--- src/rtl/pc_sequencer_pkg.sv ---
// Shared constants for the PC sequencer, the control unit and the PC mux.
package pc_sequencer_pkg;

   localparam logic [2:0] PCSRC_INC    = 3'b000;
   localparam logic [2:0] PCSRC_BRANCH = 3'b001;
   localparam logic [2:0] PCSRC_JUMP   = 3'b010;
   localparam logic [2:0] PCSRC_JR     = 3'b011;
   localparam logic [2:0] PCSRC_EXC    = 3'b100;

   localparam logic [1:0] ST_IDLE = 2'd0;
   localparam logic [1:0] ST_REQ  = 2'd1;
   localparam logic [1:0] ST_HOLD = 2'd2;

   localparam logic [31:0] DEF_RESET_PC   = 32'h0000_0000;
   localparam logic [31:0] DEF_EXC_VECTOR = 32'h0000_0080;

   function automatic logic word_aligned(input logic [31:0] a);
      return (a[1:0] == 2'b00);
   endfunction

endpackage

--- src/rtl/pc_mux5.sv ---
// Five-input next-PC mux driven by the pc_src select code.
module pc_mux5
   import pc_sequencer_pkg::*;
(
   input  logic [2:0]  sel,
   input  logic [31:0] in_inc,
   input  logic [31:0] in_branch,
   input  logic [31:0] in_jump,
   input  logic [31:0] in_jr,
   input  logic [31:0] in_exc,
   output logic [31:0] out
);

   always_comb begin
      out = in_inc;
      case (sel)
         PCSRC_BRANCH: out = in_branch;
         PCSRC_JUMP:   out = in_jump;
         PCSRC_JR:     out = in_jr;
         PCSRC_EXC:    out = in_exc;
         default:      out = in_inc;
      endcase
   end

endmodule

--- src/rtl/pc_sequencer_pc_src_encoder.sv ---
// Priority encoder for redirect requests with target alignment check.
module pc_src_encoder
   import pc_sequencer_pkg::*;
(
   input  logic        exception,
   input  logic        jr,
   input  logic        jump,
   input  logic        branch_taken,
   input  logic [31:0] jr_target,
   input  logic [31:0] jump_target,
   input  logic [31:0] branch_target,
   output logic [2:0]  pc_src,
   output logic        misalign_hit
);

   logic [2:0] code;
   logic       ok;

   always_comb begin
      code = PCSRC_INC;
      ok   = 1'b1;
      if (exception) begin
         code = PCSRC_EXC;
      end else if (jr) begin
         code = PCSRC_JR;
         ok   = word_aligned(jr_target);
      end else if (jump) begin
         code = PCSRC_JUMP;
         ok   = word_aligned(jump_target);
      end else if (branch_taken) begin
         code = PCSRC_BRANCH;
         ok   = word_aligned(branch_target);
      end
   end

   // A misaligned redirect traps instead of fetching from a bad address
   assign misalign_hit = ~ok;
   assign pc_src       = ok ? code : PCSRC_EXC;

endmodule

--- src/rtl/pc_sequencer.sv ---
// Program counter owner and instruction-fetch handshake sequencer.
module pc_sequencer
   import pc_sequencer_pkg::*;
#(
   parameter logic [31:0] RESET_PC   = DEF_RESET_PC,
   parameter logic [31:0] EXC_VECTOR = DEF_EXC_VECTOR
)(
   input  logic        clk,
   input  logic        rst_n,
   input  logic        stall,
   input  logic        branch_taken,
   input  logic [31:0] branch_target,
   input  logic        jump,
   input  logic [31:0] jump_target,
   input  logic        jr,
   input  logic [31:0] jr_target,
   input  logic        exception,
   output logic        imem_req,
   output logic [31:0] imem_addr,
   input  logic        imem_ack,
   input  logic [31:0] imem_rdata,
   output logic [31:0] pc,
   output logic [31:0] pc_plus4,
   output logic [2:0]  pc_src,
   output logic [31:0] instr,
   output logic        instr_valid,
   output logic        misalign
);

   logic [1:0]  state;
   logic        advance;
   logic [2:0]  enc_src;
   logic        enc_mis;
   logic [31:0] next_pc;

   assign advance   = (state == ST_HOLD) & ~stall;
   assign pc_src    = advance ? enc_src : PCSRC_INC;
   assign imem_req  = (state == ST_REQ);
   assign imem_addr = pc;
   assign pc_plus4  = pc + 32'd4;

   pc_src_encoder u_enc (
      .exception     (exception),
      .jr            (jr),
      .jump          (jump),
      .branch_taken  (branch_taken),
      .jr_target     (jr_target),
      .jump_target   (jump_target),
      .branch_target (branch_target),
      .pc_src        (enc_src),
      .misalign_hit  (enc_mis)
   );

   pc_mux5 u_mux (
      .sel       (pc_src),
      .in_inc    (pc_plus4),
      .in_branch (branch_target),
      .in_jump   (jump_target),
      .in_jr     (jr_target),
      .in_exc    (EXC_VECTOR),
      .out       (next_pc)
   );

   always_ff @(posedge clk or negedge rst_n) begin
      if (!rst_n) begin
         state       <= ST_IDLE;
         pc          <= RESET_PC;
         instr       <= 32'd0;
         instr_valid <= 1'b0;
         misalign    <= 1'b0;
      end else begin
         misalign <= 1'b0;
         unique case (state)
            ST_IDLE: state <= ST_REQ;
            ST_REQ: begin
               if (imem_ack) begin
                  instr       <= imem_rdata;
                  instr_valid <= 1'b1;
                  state       <= ST_HOLD;
               end
            end
            ST_HOLD: begin
               if (!stall) begin
                  pc          <= next_pc;
                  instr_valid <= 1'b0;
                  misalign    <= enc_mis;
                  state       <= ST_REQ;
               end
            end
            default: state <= ST_IDLE;
         endcase
      end
   end

endmodule

--- config.mk ---
export PLATFORM = sky130hd
export DESIGN_NAME = pc_sequencer
export DESIGN_NICKNAME = d
export VERILOG_FILES = /design/src/rtl/pc_sequencer_pkg.sv /design/src/rtl/pc_mux5.sv /design/src/rtl/pc_sequencer_pc_src_encoder.sv /design/src/rtl/pc_sequencer.sv
export SDC_FILE = /design/constraint.sdc
export NUM_CORES = 1
export LEC_CHECK = 0
export CAP_MARGIN = 10
export CORE_ASPECT_RATIO = 2
export CORE_MARGIN = 2
export CORE_UTILIZATION = 30
export CTS_CLUSTER_SIZE = 24
export DETAILED_ROUTE_END_ITERATION = 12
export GPL_ROUTABILITY_DRIVEN = 0
export HOLD_SLACK_MARGIN = 0.08
export PLACE_DENSITY_LB_ADDON = 0.08
export SLEW_MARGIN = 40
export SYNTH_ARGS = -nofsm -noshare
export SYNTH_HDL_FRONTEND = slang
export SYNTH_SLANG_ARGS = --single-unit
--- constraint.sdc ---
create_clock -name clk -period 3.9 [get_ports clk]
set_input_delay 0.39 -clock clk [delete_from_list [all_inputs] [get_ports clk]]
set_output_delay 0.39 -clock clk [all_outputs]
set_load 0.05 [all_outputs]
==> Yosys cells after proc, flatten, opt, wreduce, memory -nomap -nowiden <==
Index checks and enable logic that the tools add are counted.
{ "totals": {"wordCells": 45, "regBits": 68, "inputBits": 136} }
{ "op_classes": {"n_addsub": 1, "reduce_logical": 9, "mux": 19, "n_eq_ne": 8, "bitwise": 3} }
{ "ops": {"columns": ["operator", "count"], "rows": [
  ["one-hot mux 32 bit (4 select lines)", 1],
  ["adder 32 x 3 -> 32 bit, second input constant", 1],
  ["2-to-1 mux 3 bit", 5],
  ["2-to-1 mux 1 bit", 9],
  ["logical NOT 2 bit", 4],
  ["equality test 3 x 2 -> 1 bit, second input constant", 2],
  ["one-hot mux 2 bit (3 select lines)", 1],
  ["AND reduction 2 bit", 3],
  ["2-to-1 mux 2 bit", 2],
  ["equality test 3 x 1 -> 1 bit, second input constant", 1],
  ["equality test 3 bit, second input constant", 1],
  ["AND reduction 3 bit", 1],
  ["equality test 2 x 1 -> 1 bit, second input constant", 1],
  ["equality test 2 bit, second input constant", 1],
  ["inequality test 2 x 1 -> 1 bit, second input constant", 1],
  ["inequality test 2 bit, second input constant", 1],
  ["NOT 1 bit", 2],
  ["one-hot mux 1 bit (2 select lines)", 1],
  ["nonzero test 2 bit", 1],
  ["bitwise AND 1 bit", 1]
]} }

==> Logic depth before layout (Yosys ltp) <==
Gate-level depths: netlist of run 1.
{ "logic_depth": {"ltp_word": 9, "depth_mapped": 7, "ltp_nobuf": 5} }

==> By module <==
A second synthesis of run 1 with hierarchy kept.
{ "unflattened": {"hier_cells": 517, "hier_area_um2": 5161.2} }
{ "by_module_without_submodules": {"columns": ["mod", "cells_each", "n_inst", "area_each_um2"], "rows": [
  ["pc_sequencer", 273, 1, 3387.0],
  ["pc_mux5", 231, 1, 1694.1],
  ["pc_src_encoder", 13, 1, 80.1]
]} }

==> Worst setup path before layout of run 1 <==
No wires, ideal clock.
{ "synth_timing": {"path_type": "flip-flop to output port", "startpoint": "register pc[16] (netlist: imem_addr[16])", "endpoint": "output pc_plus4[29]", "setup_slack_ns": 0.750, "stages_incl_launch_ff": 6, "arrival_time_ns": 2.760, "required_ns": 3.510, "path_buffers": 1, "cell_sequence": "dfrtp_1 buf_2 nand4_1 nor4_1 nand3_1 xnor2_1"} }
{ "synth_via": {"elab_chain_len": 1} }
{ "synth_rtl": {"columns": ["element", "line", "text"], "rows": [
  ["from (decl)", "pc_sequencer.sv:22", "output logic [31:0] pc,"],
  ["from (signal assigned)", "pc_sequencer.sv:84", "pc <= next_pc;"],
  ["adder 32 x 3 -> 32 bit", "pc_sequencer.sv:40", "assign pc_plus4 = pc + 32'd4;"],
  ["to (decl)", "pc_sequencer.sv:23", "output logic [31:0] pc_plus4,"]
]} }
No other way between the ends.

==> Worst setup path in the final report of run 1 <==
{ "layout_timing": {"startpoint": "register pc[5] (netlist: imem_addr[5])", "endpoint": "output pc_plus4[29]"} }
Same word-level chain as after synthesis.

==> results of run 1 <==
==> cells in the final DEF (no fill, tap or decap), types with 3 or more instances in the layout <==
cell type and count:
clkdlybuf4s50_1 266, dfrtp_1 68, nand2_1 34, mux2_2 32
o21ai_0 24, xnor2_1 23, nand3_1 23, buf_4 20
nor2_1 19, nor3_1 17, a22o_1 17, and4_1 16
inv_1 15, nand4_1 15, a22oi_1 15, clkbuf_16 9
a221o_1 7, a211o_1 6, and3_1 5, xor2_1 5
o211ai_1 5, a41oi_1 5, a21oi_1 4, nor4_1 4
o2111ai_1 4, a222oi_1 4, nor2b_1 3, and2_1 3
or4_1 3, a32oi_1 3, a311o_1 3, clkinvlp_4 3
==> final timing paths <==
| check | end | startpoint |
|---|---|---|
| max in group asynchronous | imem_addr[4] | rst_n |
| worst max-delay path | pc_plus4[29] | imem_addr[5] |
| worst min-delay path | instr[0] | rst_n |
| worst min register to register | instr[5] | instr[5] |
| worst max register to register | imem_addr[20] | state[0] |
| min in group clk | instr[5] | instr[5] |
==> kinds of logic (layout without fill, tap and decap cells) <==
kind of cell	count (synthesis)	after routing	share of synthesized area [%]
buffers and inverters	83	318	10.35
AND/OR/NAND/NOR	157	157	20.27
adder cells (fa/ha/maj)	1	1	0.2739
multiplexers	32	32	7.888
flip-flops	68	68	37.25
AO/OA/AOI/OAI	109	109	18.60
XOR/XNOR	28	28	5.368
==> where the power goes <==
group	internal [mW]	switching (mW)
Sequential	0.990	0.335
Clock	0.497	0.337
Combinational	1.29	2.38
==> flip-flops by register name, summed over array words and instances (netlist names) <==
| register | cells |
|---|---|
| state | 2 |
| instr_valid | 1 |
| imem_addr | 32 |
| misalign | 1 |
| instr | 32 |
==> area by class of cell <==
class	count	area, sq um
Sequential cell	68	1702
Fill cell	1395	7361
Inverter	15	56.30
Tap cell	195	244.0
Multi-Input combinational cell	327	2411
Clock buffer	9	225.2
Timing Repair Buffer	287	2824
Clock inverter	7	75.07
==> per-layer routing <==
metal,share of wire (%),vias up,global-route usage (%),routed length (microns)
met5,0,-,0,0
met4,4.2,0,11.74,819
met3,5.3,53,4.732,1041
met2,58,221,46.64,11390
met1,33,2387,22.65,6406
li1,-,2235,-,-
==> flow_summary.toml, run 1 <==
[outcome]
status = "finished, final reports clean"

[die]
core_sq_um = 14900
die_h_microns = 178.5
fp-row-count = 63
initial_core_util_pct = 30.66
design.die.area_sq_um = 16290
die_width_microns = 91.26
io_pins = 270

[pwr]
power_leakage_nw = 2.848
power_mw = 5.828
irDropWorstVdd_uv = 527.4
power_density_nw_per_um2 = 773.3

[worst_hold_path]
min_path_type = "in -> async"

[drt]
final_antenna_net_count = 0
routed_wl_mm = 19.66
viasPerCell = 5.392
drc = 0
first_iter_violations = 210
num_vias = 4896
first_pass_iters = 5
wl_per_cell_microns = 21.65

[clocking]
path_clk_slew_ns = 0.06
cts_tree = "yes"
cts.sinks = 68
ctsRootBufferMaster = "clkbuf_16"
clk_latency_ns = 0.34
hold_buffers = 0
clk_path_buf_depth = 2
cts_buffers = 9
cts_setup_buffers = 0
ctsHtreeMaxLevel = 3
ctsResizeCount = 0

[sta]
finalClockSkew_ns = 0.004673
maxSlewViolCount = 0
setup_viol = 0
rsz0062_at_grt = "false"
fin_setup_tns_ns = 0
post-route-period-util_pct = 88.67
max_clock_freq_ghz = 0.2892
hold_viol = 0
worst_pin_slew_ns = 0.7458
whs_ns = 0.07060
worst_slack_ns = 0.4419
fin_crit_ns = 3.458
slew_headroom_pct = 49.91

[run]
drv_cap = 0

[synthesis]
synth_area_sq_um = 4568
synth.cells.most_frequent = "dfrtp_1 (68), buf_4 (37), nand2_1 (34)"
ys_ff_latch = 68
synth_cell_types = 52
synth_top_cell_area_share_pct = 37.25
synth_area_per_cell_sq_um = 9.557
synth_most_common_cell = "dfrtp_1"
synth_edf_count = 0
synth_area_leaders = "dfrtp_1 (37%), mux2_2 (7.9%), buf_4 (6.1%), xnor2_1 (4.4%), a22o_1 (3.3%)"
synth_flop_cell = "dfrtp_1"
synthCells = 478
syn-num-nets = 615
yosysWarningCount = 0
synth_area_leader_cell = "dfrtp_1"
yosysSeqAreaShare_pct = 37.25
synthArstFlopShare_pct = 100.0

[critical_path]
slowest_stage = "clkdlybuf4s50_1"
cp_max_fo = 11
cp_top_family = "simple AND/OR/NAND/NOR gates"
worstSetupPathType = "reg -> out"
required_ns = 3.51
cp-end-kind = "output port"
start_kind = "flip-flop"
cp_slowest_stage_delay_ns = 0.82
crit_chain = "nand4_1 -> nor4_4 -> nand3_1 -> xnor2_1 -> clkdlybuf4s50_1"
arrival_ns = 3.07
cp.depth = 5
critical_path_buf_inv_count = 1
r2r_slack_ns = 1.44
rr_worst_depth = 6

[global_routing]
grt_usage_pct = 23.62
overflow = 0
grt_max_degree = 69
grt_pass1_vias = 5234
grt_first_pass_wirelength_mm = 29.16
grt_antenna_before_repair = 0

[finish]
fin_util_pct = 50.59
layout-drive-gt1-share_pct = 11.50
instances_no_fill = 908
area_growth_pct = 65.00
stdcell_area_sq_um = 7537
num-nets-final = 845
diodes = 0

[place]
placedInstanceArea_sq_um = 7237
dp_hpwl_mm = 15.29
pre_cts_ws_ns = 0.7610
place_inst = 892
portBuffers = 269
(Power assumes the default switching activity.)
==> inputs of run 2 (changes only) <==
--- a/config.mk
+++ b/config.mk
@@ -13,7 +13,7 @@
 export DETAILED_ROUTE_END_ITERATION = 12
 export GPL_ROUTABILITY_DRIVEN = 0
 export HOLD_SLACK_MARGIN = 0.08
-export PLACE_DENSITY_LB_ADDON = 0.08
+export PLACE_DENSITY = 0.66
 export SLEW_MARGIN = 40
 export SYNTH_ARGS = -nofsm -noshare
 export SYNTH_HDL_FRONTEND = slang
==> flow_summary.toml, run 2 (synthesis gave the netlist of run 1 again) <==
[finish]
diodes = 0
num-nets-final = 844
fin_util_pct = 50.68
layout_common_cells = "clkdlybuf4s50_1 (266), dfrtp_1 (68), nand2_1 (33)"
final_common_cell = "clkdlybuf4s50_1"
fillers = 1390
stdcell_area_sq_um = 7550
instances_no_fill = 907
layout-drive-gt1-share_pct = 11.52
area_growth_pct = 65.27

[clocking]
ctsRootBufferMaster = "clkbuf_16"
clk_latency_ns = 0.33
hold_buffers = 0
ctsResizeCount = 0
clk_path_buf_depth = 2
path_clk_slew_ns = 0.06
cts_buffers = 9
cts.sinks = 68
cts_tree = "yes"
ctsHtreeMaxLevel = 3
cts_setup_buffers = 0

[place]
portBuffers = 269
dp_hpwl_mm = 15.84
pre_cts_ws_ns = 0.7130
place_inst = 890
placedInstanceArea_sq_um = 7231

[drt]
viasPerCell = 5.357
final_antenna_net_count = 0
drc = 0
routed_wl_mm = 20.55
first_iter_violations = 251
num_vias = 4859
wl_per_cell_microns = 22.65
first_pass_iters = 5

[critical_path]
required_ns = 3.51
cp_top_family = "simple AND/OR/NAND/NOR gates"
worstSetupPathType = "reg -> out"
cp-end-kind = "output port"
crit_chain = "nand3_1 -> nor4_1 -> buf_4 -> nand2_1 -> xnor2_1 -> clkdlybuf4s50_1"
cp_max_fo = 11
slowest_stage = "clkdlybuf4s50_1"
start_kind = "flip-flop"
cp_slowest_stage_delay_ns = 0.82
arrival_ns = 3.23
critical_path_buf_inv_count = 2

[sta]
whs_ns = 0.07232
rsz0062_at_grt = "false"
worst_pin_slew_ns = 0.6980
post-route-period-util_pct = 92.72
maxSlewViolCount = 0
setup_viol = 0
max_clock_freq_ghz = 0.2765
fin_crit_ns = 3.616
slew_headroom_pct = 53.11
fin_setup_tns_ns = 0
finalClockSkew_ns = 0.005949
worst_slack_ns = 0.2838
hold_viol = 0

[global_routing]
overflow = 0
grt_antenna_before_repair = 0
grt_usage_pct = 24.43
grt_pass1_vias = 5252
grt_max_degree = 69
grt_first_pass_wirelength_mm = 30.28

[die]
core_sq_um = 14900
io_pins = 270
die_width_microns = 91.26
design.die.area_sq_um = 16290
fp-row-count = 63
initial_core_util_pct = 30.66
die_h_microns = 178.5

[run]
drv_cap = 0

[pwr]
power_mw = 5.889
power_leakage_nw = 2.860
power_density_nw_per_um2 = 780.0
irDropWorstVdd_uv = 595.0

[outcome]
status = "finished, final reports clean"

[worst_hold_path]
min_path_type = "in -> async"
run 2: layout make-up:
class	instances	area, sq um	share of cell area, %
Tap cell	195	244.0	3.232
Inverter	15	56.30	0.7458
Clock buffer	9	225.2	2.983
Sequential cell	68	1702	22.54
Clock inverter	7	83.83	1.110
Timing Repair Buffer	286	2816	37.31
Multi-Input combinational cell	327	2422	32.08
run 2: power breakdown:
| group | internal [mW] | switching [mW] |
|---|---|---|
| combinational | 1.29 | 2.40 |
| sequential | 0.990 | 0.346 |
| clock | 0.507 | 0.358 |
| total | 2.78 | 3.10 |
run 2: final timing paths:
path / from / end / slack [ns] / depth (start not counted)
setup / recovery: imem_addr[4] / pc_plus4[31] / 0.28 / 6
hold / removal: rst_n / imem_addr[11] / 0.07 / 1
setup reg to reg: state[0] / imem_addr[18] / 1.38 / 6
hold reg to reg: instr_valid / instr_valid / 0.50 / 2
max in group asynchronous: rst_n / misalign / 3.36 / 1
min in group clk: instr_valid / instr_valid / 0.50 / 2
run 2: metal layers:
| layer | GRT usage [%] | wire length [microns] | up-vias |
|---|---|---|---|
| met1 | 25.03 | 7000 | 2342 |
| met2 | 46.82 | 11590 | 247 |
| li1 | - | - | 2229 |
| met3 | 5.154 | 1177 | 41 |
| met5 | 0 | 0 | - |
| met4 | 10.80 | 782 | 0 |
